==> src/rtl/ann_pkg.sv <==
// Shared types and helpers for the parallel-lane neuron: FSM states, default
// result widths and the saturating accumulate used by the MAC datapath.
package ann_pkg;

   typedef enum logic [0:0] {
      IDLE = 1'b0,
      MAC  = 1'b1
   } state_e;

   localparam int ACC_W_DEF = 21;
   localparam int FRAC_DEF  = 9;

   typedef logic signed [63:0] wide_t;

   typedef struct packed {
      wide_t val;
      logic  clamp;
   } sat_t;

   // Add at 64-bit width, then clamp into the signed acc_w-bit range.
   function automatic sat_t sat_add(input wide_t acc, input wide_t sum, input int acc_w);
      wide_t s_v;
      wide_t hi_v;
      wide_t lo_v;
      sat_t  r_v;
      s_v  = acc + sum;
      hi_v = (64'sd1 <<< (acc_w - 1)) - 64'sd1;
      lo_v = -hi_v - 64'sd1;
      if (s_v > hi_v) begin
         r_v.val   = hi_v;
         r_v.clamp = 1'b1;
      end else if (s_v < lo_v) begin
         r_v.val   = lo_v;
         r_v.clamp = 1'b1;
      end else begin
         r_v.val   = s_v;
         r_v.clamp = 1'b0;
      end
      return r_v;
   endfunction

endpackage

==> src/rtl/ann_neuron_par_if.sv <==
// Sequencer-facing bundle of the neuron: vectors and start in, results and
// status out. The master side is the layer sequencer / next-layer buffer.
interface ann_neuron_par_if #(
   parameter int N     = 62,
   parameter int W     = 8,
   parameter int ACC_W = 21
);
   logic                    start;
   logic signed [W-1:0]     bias;
   logic [0:W*N-1]          in_vec;
   logic [0:W*N-1]          wt_vec;
   logic                    relu_en;
   logic                    busy;
   logic                    done;
   logic signed [ACC_W-1:0] result_raw;
   logic signed [ACC_W-1:0] result_shifted;
   logic                    ovf;

   modport master (
      output start, bias, in_vec, wt_vec, relu_en,
      input  busy, done, result_raw, result_shifted, ovf
   );

   modport slave (
      input  start, bias, in_vec, wt_vec, relu_en,
      output busy, done, result_raw, result_shifted, ovf
   );
endinterface

==> src/rtl/ann_mac_lane.sv <==
// One signed W x W multiplier lane; a lane past the end of the vector
// contributes zero so the last partial group needs no special casing.
module ann_mac_lane #(
   parameter int W = 8
) (
   input  logic signed [W-1:0]   a_i,
   input  logic signed [W-1:0]   b_i,
   input  logic                  valid_i,
   output logic signed [2*W-1:0] prod_o
);

   always_comb begin
      if (valid_i) begin
         prod_o = a_i * b_i;
      end else begin
         prod_o = {(2*W){1'b0}};
      end
   end

endmodule

==> src/rtl/ann_neuron_par.sv <==
// Multi-lane neuron: bias + sum(in[i]*wt[i]) with LANES products per clock,
// saturating accumulation, optional ReLU and a fixed-point shifted copy.
module ann_neuron_par
   import ann_pkg::*;
#(
   parameter int N     = 62,
   parameter int W     = 8,
   parameter int LANES = 2,
   parameter int ACC_W = ACC_W_DEF,
   parameter int FRAC  = FRAC_DEF
) (
   input logic              clk,
   input logic              rst,
   ann_neuron_par_if.slave  bus
);

   localparam int SUM_W = 2*W + $clog2(LANES);
   localparam int IDX_W = $clog2(N + LANES) + 1;

   state_e                  state_q;
   logic [IDX_W-1:0]        idx_q;
   logic signed [ACC_W-1:0] acc_q;
   logic [0:W*N-1]          in_q;
   logic [0:W*N-1]          wt_q;
   logic                    relu_q;
   logic                    ovf_int_q;
   logic                    busy_q;
   logic                    done_q;
   logic                    ovf_q;
   logic signed [ACC_W-1:0] result_raw_q;
   logic signed [ACC_W-1:0] result_shifted_q;

   logic signed [2*W-1:0]   prod_s [LANES];
   logic signed [SUM_W-1:0] sum_s;
   sat_t                    sat_s;
   logic signed [ACC_W-1:0] acc_d;
   logic signed [ACC_W-1:0] raw_d;
   logic                    last_s;

   for (genvar l = 0; l < LANES; l++) begin : g_lane
      logic [IDX_W-1:0] eidx_s;
      logic             valid_s;

      // Element index for this lane; out-of-range lanes read element 0 and are gated off.
      always_comb begin
         if (int'(idx_q) + l < N) begin
            valid_s = 1'b1;
            eidx_s  = idx_q + IDX_W'(l);
         end else begin
            valid_s = 1'b0;
            eidx_s  = {IDX_W{1'b0}};
         end
      end

      ann_mac_lane #(.W(W)) u_lane (
         .a_i     (in_q[W*eidx_s +: W]),
         .b_i     (wt_q[W*eidx_s +: W]),
         .valid_i (valid_s),
         .prod_o  (prod_s[l])
      );
   end

   // Full-width lane sum, saturating add and the ReLU'd final value.
   always_comb begin
      sum_s = {SUM_W{1'b0}};
      for (int l = 0; l < LANES; l++) begin
         sum_s = sum_s + SUM_W'(prod_s[l]);
      end
      sat_s  = sat_add(wide_t'(acc_q), wide_t'(sum_s), ACC_W);
      acc_d  = sat_s.val[ACC_W-1:0];
      last_s = (int'(idx_q) + LANES >= N);
      if (relu_q && acc_d[ACC_W-1]) begin
         raw_d = {ACC_W{1'b0}};
      end else begin
         raw_d = acc_d;
      end
   end

   // Control FSM, accumulator and registered outputs.
   always_ff @(posedge clk or posedge rst) begin
      if (rst) begin
         state_q          <= IDLE;
         idx_q            <= {IDX_W{1'b0}};
         acc_q            <= {ACC_W{1'b0}};
         in_q             <= {(W*N){1'b0}};
         wt_q             <= {(W*N){1'b0}};
         relu_q           <= 1'b0;
         ovf_int_q        <= 1'b0;
         busy_q           <= 1'b0;
         done_q           <= 1'b0;
         ovf_q            <= 1'b0;
         result_raw_q     <= {ACC_W{1'b0}};
         result_shifted_q <= {ACC_W{1'b0}};
      end else begin
         done_q <= 1'b0;
         case (state_q)
            IDLE: begin
               if (bus.start) begin
                  in_q      <= bus.in_vec;
                  wt_q      <= bus.wt_vec;
                  relu_q    <= bus.relu_en;
                  acc_q     <= ACC_W'(bus.bias);
                  idx_q     <= {IDX_W{1'b0}};
                  ovf_int_q <= 1'b0;
                  busy_q    <= 1'b1;
                  state_q   <= MAC;
               end
            end
            MAC: begin
               acc_q     <= acc_d;
               ovf_int_q <= ovf_int_q | sat_s.clamp;
               idx_q     <= idx_q + IDX_W'(LANES);
               if (last_s) begin
                  state_q          <= IDLE;
                  busy_q           <= 1'b0;
                  done_q           <= 1'b1;
                  result_raw_q     <= raw_d;
                  result_shifted_q <= raw_d >>> FRAC;
                  ovf_q            <= ovf_int_q | sat_s.clamp;
               end
            end
            default: begin
               state_q <= IDLE;
               busy_q  <= 1'b0;
            end
         endcase
      end
   end

   assign bus.busy           = busy_q;
   assign bus.done           = done_q;
   assign bus.ovf            = ovf_q;
   assign bus.result_raw     = result_raw_q;
   assign bus.result_shifted = result_shifted_q;

endmodule

==> src/flat_wrapper.sv <==
// flat-port wrapper written by rule: the top's interface ports become plain ports
module ann_neuron_par_flat import ann_pkg::*;
#(
   parameter int N     = 62,
   parameter int W     = 8,
   parameter int LANES = 2,
   parameter int ACC_W = ACC_W_DEF,
   parameter int FRAC  = FRAC_DEF
)
  (clk, rst, bus_start, bus_bias, bus_in_vec, bus_wt_vec, bus_relu_en, bus_busy, bus_done, bus_result_raw, bus_result_shifted, bus_ovf);
  ann_neuron_par_if #(.N(N), .W(W), .ACC_W(ACC_W)) bus_i ();
  input logic clk;
  input logic rst;
  input wire logic [$bits(bus_i.start)-1:0] bus_start;
  input wire logic [$bits(bus_i.bias)-1:0] bus_bias;
  input wire logic [$bits(bus_i.in_vec)-1:0] bus_in_vec;
  input wire logic [$bits(bus_i.wt_vec)-1:0] bus_wt_vec;
  input wire logic [$bits(bus_i.relu_en)-1:0] bus_relu_en;
  output wire logic [$bits(bus_i.busy)-1:0] bus_busy;
  output wire logic [$bits(bus_i.done)-1:0] bus_done;
  output wire logic [$bits(bus_i.result_raw)-1:0] bus_result_raw;
  output wire logic [$bits(bus_i.result_shifted)-1:0] bus_result_shifted;
  output wire logic [$bits(bus_i.ovf)-1:0] bus_ovf;
  assign bus_i.start = bus_start;
  assign bus_i.bias = bus_bias;
  assign bus_i.in_vec = bus_in_vec;
  assign bus_i.wt_vec = bus_wt_vec;
  assign bus_i.relu_en = bus_relu_en;
  assign bus_busy = bus_i.busy;
  assign bus_done = bus_i.done;
  assign bus_result_raw = bus_i.result_raw;
  assign bus_result_shifted = bus_i.result_shifted;
  assign bus_ovf = bus_i.ovf;
  ann_neuron_par #(.N(N), .W(W), .LANES(LANES), .ACC_W(ACC_W), .FRAC(FRAC)) u_core (.clk(clk), .rst(rst), .bus(bus_i));
endmodule
==> config.mk <==
export PLATFORM = sky130hd
export DESIGN_NAME = ann_neuron_par_flat
export DESIGN_NICKNAME = d
export VERILOG_FILES = /design/src/rtl/ann_pkg.sv /design/src/rtl/ann_neuron_par_if.sv /design/src/rtl/ann_mac_lane.sv /design/src/rtl/ann_neuron_par.sv /design/src/flat_wrapper.sv
export SDC_FILE = /design/constraint.sdc
export NUM_CORES = 2
export LEC_CHECK = 0
export CELL_PAD_IN_SITES_DETAIL_PLACEMENT = 1
export CELL_PAD_IN_SITES_GLOBAL_PLACEMENT = 2
export CORE_MARGIN = 3
export CORE_UTILIZATION = 30
export CTS_CLUSTER_DIAMETER = 50
export DETAILED_ROUTE_END_ITERATION = 16
export GPL_TIMING_DRIVEN = 0
export HOLD_SLACK_MARGIN = 0.1
export PLACE_DENSITY_LB_ADDON = 0.12
export SYNTH_ARGS = -nofsm -noshare
export SYNTH_HDL_FRONTEND = slang
export SYNTH_HIERARCHICAL = 1
export SYNTH_SLANG_ARGS = --single-unit
==> constraint.sdc <==
create_clock -name clk -period 77.4 [get_ports clk]
set_clock_uncertainty 0.15 [all_clocks]
set_input_delay 11.61 -clock clk [delete_from_list [all_inputs] [get_ports clk]]
set_output_delay 11.61 -clock clk [all_outputs]
set_load 0.05 [all_outputs]
# After elaboration in Yosys (flattened, before gate mapping)
# Cells that the tools add are included.
[totals] reg_bits=1059 latchBits=0 mem_bits_rw=0 rom_bits=0 inputBits=1004 out_inout_bits=45 wordCells=62 n_memories=0
[classes] add_sub_neg=6 multipliers=2 div_mod_pow=0 magnitude_cmp=5 eq_ne=2 shift=4 mux=23 bitwise=4 reduce_logical=4
[ops] cell="variable part select 496 x 33 -> 497 bit" count=4
[ops] cell="inverter 10 -> 33 bit" count=2
[ops] cell="2-to-1 mux 22 bit" count=2
[ops] cell="2-to-1 mux 21 bit" count=2
[ops] cell="one-hot mux 21 bit (2 select lines)" count=1
[ops] cell="greater-or-equal comparator 32 x 7 -> 1 bit, second input constant" count=1
[ops] cell="less-than comparator 32 x 7 -> 1 bit, second input constant" count=1
[ops] cell="multiplier 8 x 8 -> 16 bit" count=2
[ops] cell="2-to-1 mux 16 bit" count=2
[ops] cell="adder 21 x 17 -> 22 bit" count=1
[ops] cell="> comparator 22 x 21 -> 1 bit, second input constant" count=1
[ops] cell="less-than comparator 22 x 21 -> 1 bit, second input constant" count=1
[ops] cell="2-to-1 mux 7 bit" count=3
[ops] cell="adder 16 x 16 -> 17 bit" count=1
[ops] cell="one-hot mux 7 bit (2 select lines)" count=1
[ops] cell="2-to-1 mux 1 bit" count=9
[ops] cell="adder 7 x 1 -> 8 bit, second input constant" count=1
[ops] cell="adder 7 x 2 -> 8 bit, second input constant" count=1
[ops] cell="adder 7 x 1 -> 7 bit, second input constant" count=1
[ops] cell="adder 7 x 2 -> 7 bit, second input constant" count=1
[ops] cell="less-than comparator 7 x 6 -> 1 bit, second input constant" count=1
[ops] cell="one-hot mux 1 bit (2 select lines)" count=3
[ops] cell="AND reduction 2 bit" count=3
[ops] cell="!= test 2 bit, second input constant" count=2
[ops] cell="other kinds (3)" count=3

# Longest topological paths before layout
[depth] depth_word=14 mapped_depth=42 mapped_depth_nobuf=36

# Cells and area by module
# Netlist, hierarchy kept.
[by_module_without_submodules] module="ann_neuron_par" instances=1 cells_per_inst=3797 area_each_um2=49796.5 seq_area_each_um2=26175.1
[by_module_without_submodules] module="ann_mac_lane" instances=2 cells_per_inst=311 area_each_um2=2657.5 seq_area_each_um2=0.0

# Worst setup path after synthesis
# OpenSTA, ideal clock, no wires.
[synth_path] path_type="input to register" from="input port bus_start" to="register u_core/wt_q[100] in the netlist's numbering" setup_ns=0.125 arrival_time_ns=13.141 required_time_ns=77.125 slack_ns=63.984 stages=6 path_buffers=3 cell_sequence="clkinv_1 -> nor2_1 -> clkbuf_1 -> clkbuf_1 -> buf_2 -> mux2_2"
[synth_between] elab_chain_len=1
[synth_lines] item="start: declaration" line_no="flat_wrapper.sv:14" rtl="input wire logic [$bits(bus_i.start)-1:0] bus_start;"
[synth_lines] item="AND reduction 2 bit (no line)"
[synth_lines] item="end signal: assignment" line_no="ann_neuron_par.sv:86" rtl="wt_q <= {(W*N){1'b0}};"
[synth_lines] item="end signal: assignment" line_no="ann_neuron_par.sv:100" rtl="wt_q <= bus.wt_vec;"
[synth_lines] item="end: declaration" line_no="ann_neuron_par.sv:24" rtl="logic [0:W*N-1] wt_q;"
# Every way passes these cells.
# A chain may end at the register's enable or synchronous reset.

# Worst setup path after layout
[layout_path] from="input port bus_start" to="register u_core/in_q[494] in the netlist's numbering"
[layout_between] elab_chain_len=1
[layout_lines] item="AND reduction 2 bit (no line)"
[layout_lines] item="end signal: assignment" line_no="ann_neuron_par.sv:85" rtl="in_q <= {(W*N){1'b0}};"
[layout_lines] item="end signal: assignment" line_no="ann_neuron_par.sv:99" rtl="in_q <= bus.in_vec;"
[layout_lines] item="end: declaration" line_no="ann_neuron_par.sv:23" rtl="logic [0:W*N-1] in_q;"
# Every way passes these cells.

==> impl_metrics.tcl <==
set metrics [dict create \
    startpoint_type "primary input" \
    cpMaxStageDelayCell "clkbuf_1" \
    path_delay_family "buffers and inverters" \
    final_core_util_pct 41.28 \
    synthFlopType "dfrtp_1" \
    criticalPathCategory "primary input to flip-flop" \
    fin_crit_ns 14.91 \
    status "finished, violations left" \
    crit_path_end_kind "flip-flop" \
    htree_levels 4 \
    post_cts_buffers 0 \
    grt_max_degree 117 \
    antenna_found_initial 183 \
    maxCapViolCount 6 \
    avgRoutedWirePerCell_microns 38.66 \
    ctsLongestPathBuffers 3 \
    period_share_pct 19.27 \
    drtIter0Drc 3676 \
    violations "max-capacitance violations, max-slew violations" \
    place_congestion 0.9114 \
    worstPathCellList "clkdlybuf4s50_1 -> clkinv_1 -> nor2_4 -> buf_12 -> clkbuf_1 -> clkbuf_1 -> mux2_2" \
    yosys.area_share.simple_pct 6.654 \
    fin_setup_tns_ns 0 \
    synth-async-reset-ratio_pct 100.0 \
    ys_types 89 \
    core_sq_um 181700 \
    io_pins 1049 \
    cp_num_cells 7 \
    synth_top_family_by_area "multiplexers" \
    holdCritStartpoint "u_core/wt_q[319]$_DFFE_PP0P_" \
    tightest_slew_ns 1.530 \
    clk_latency_ns 0.82 \
    cts_tree "done" \
    cts_buffers 154 \
    num-nets-final 6865 \
    slowest_delay_ns 1.14 \
    worstReg2RegStart "u_core/idx_q[6]$_DFFE_PP0P_" \
    cts_root_buffer "clkbuf_16" \
    dp_hpwl_microns 252200 \
    arrival_ns 15.44 \
    whs_endpoint "u_core/wt_q[319]$_DFFE_PP0P_" \
    synth_seq_cells 1046 \
    synth_fp_nets 5635 \
    cp.required_ns 77.93 \
    synth_area_leader_cell "dfrtp_1" \
    synth_adder_area_share_pct 6.611 \
    dr.pass1.iters 5 \
    hold_depth 1 \
    seq_area_frac_synth_pct 47.49 \
    start_util_pct 30.33 \
    overflow 0 \
    dieArea_sq_um 188900 \
    avgSynthCellArea_sq_um 12.47 \
    die_w_microns 434.6 \
    synth_xor_area_share_pct 0.6357 \
    ys_warn_count 6 \
    rr_endpoint "u_core/acc_q[9]$_DFFE_PP0P_" \
    ctsResizeCount 0 \
    drive_above_1_share_pct 27.72 \
    via_count 45096 \
    ant_nets 0 \
    ff2ff_path_depth 34 \
    synth-compound-area-share_pct 7.758 \
    max-slew-margin-rel_pct -1.981 \
    io_buffers 1048 \
    rrSetupSlack_ns 63.67 \
    syn_inst 4419 \
    viasPerCell 5.431 \
    synth-edff-count 0 \
    track_usage_pct 33.35 \
    path_buf_inv 5 \
    synthMuxAreaShare_pct 26.70 \
    hold_viol 0 \
    post-synth-top-area-fraction_pct 47.49 \
    synth.area.top_cells "dfrtp_1, mux2_2, fa_1, mux4_2, mux2i_1" \
    grt_pass1_vias 47176 \
    grt_pass1_wl_microns 421400 \
    crit_top_cell "clkbuf_1" \
    slew_violations 52 \
    hp-class "flip-flop to flip-flop" \
    cts_hold_buf 0 \
    syn-cell-area_sq_um 55110 \
    drcViolationCount 0 \
    wl_microns 321000 \
    cts.sink_count 1046 \
    area_growth_pct 36.11 \
    dieHeight_microns 434.6 \
    setup_viol 0 \
    clk_pin_slew_ns 0.05 \
    rows 156 \
    worstPathMaxFanout 10 \
    clock.fmax_mhz 67.05 \
    rsz0062_at_grt "no" \
]
==> cell families (layout without fill, tap and decap cells) <==
group | after synthesis | after routing
buffers and inverters | 522 | 1875
flip-flops | 1046 | 1046
XOR/XNOR | 40 | 40
AO/OA/AOI/OAI | 625 | 625
adder cells (fa/ha/maj) | 212 | 212
multiplexers | 1218 | 1218
AND/OR/NAND/NOR | 756 | 756
other | 0 | 83
==> flip-flops by register name, summed over array words and instances, names as in the netlist <==
| name | cells |
|---|---|
| u_core/ovf_int_q | 1 |
| u_core/bus.busy | 1 |
| u_core/in_q | 496 |
| u_core/bus.result_raw | 21 |
| u_core/bus.done | 1 |
| u_core/acc_q | 21 |
| u_core/wt_q | 496 |
| u_core/state_q | 1 |
| u_core/bus.ovf | 1 |
| u_core/relu_q | 1 |
| u_core/idx_q | 6 |
==> Yosys cell counts (82+ instances only) <==
cell type,count
dfrtp_1,1046
mux2_2,1006
nand2_1,270
inv_1,206
clkbuf_1,163
fa_1,132
a21oi_1,125
nor2_1,118
o21ai_0,116
mux2i_1,111
and2_1,105
mux4_2,101
buf_2,82
==> per-stage QoR <==
stage | instances | instance area, sq um | setup slack, ns | hold slack [ns]
2_1_floorplan | 4419 | 55110 | 36.20 | 0.3221
3_3_place_gp | 7916 | 68670 | 20.28 | 0.3322
3_5_place_dp | 7941 | 69230 | 61.71 | 0.3381
4_1_cts | 8220 | 74790 | 62.57 | 0.3526
5_1_grt | 8267 | 74920 | 62.47 | 0.3620
6_report | 8304 | 75010 | 62.49 | 0.3490
==> cell type report <==
class / count / area [sq um]
repair buffers: 1074 / 10950
multi-input cells: 2851 / 26750
fillers: 19198 / 106700
well taps: 2449 / 3064
diodes: 83 / 207.7
inverters: 213 / 809.5
flip-flops and latches: 1046 / 26180
plain buffers: 309 / 1499
clock buffers: 202 / 4390
clock inverters: 77 / 1166
==> cells in the final DEF (no fill, tap or decap), drive strengths merged, types with 83 or more instances in the layout <==
| cell | n |
|---|---|
| a21oi | 130 |
| and2 | 106 |
| buf | 168 |
| clkbuf | 369 |
| clkdlybuf4s50 | 1048 |
| dfrtp | 1046 |
| diode | 83 |
| fa | 132 |
| inv | 219 |
| mux2 | 1006 |
| mux2i | 111 |
| mux4 | 101 |
| nand2 | 273 |
| nor2 | 120 |
| nor3 | 83 |
| o21ai | 126 |
==> worst max path at each step <==
stage | start | end | slack [ns]
after floorplan | rst | u_core/acc_q[0]$_DFFE_PP0P_ | 36.20
after global placement | rst | u_core/wt_q[319]$_DFFE_PP0P_ | 20.28
after detailed placement | bus_start | u_core/in_q[469]$_DFFE_PP0P_ | 61.71
after CTS | bus_start | u_core/in_q[469]$_DFFE_PP0P_ | 62.57
after global routing | bus_start | u_core/in_q[452]$_DFFE_PP0P_ | 62.47
final | bus_start | u_core/in_q[494]$_DFFE_PP0P_ | 62.49
==> routing by layer <==
metal	routed length, microns	GRT usage [%]	share of wire (%)	vias to the layer above
li1	-	-	-	18521
met1	126600	40.55	39	24065
met2	155800	55.88	49	1829
met3	22670	8.074	7.1	607
met4	15550	15.14	4.8	74
met5	440	0	0.14	-
Power is not shown: default switching activity piles up to over one toggle a cycle in this logic, so the estimate is an artifact.
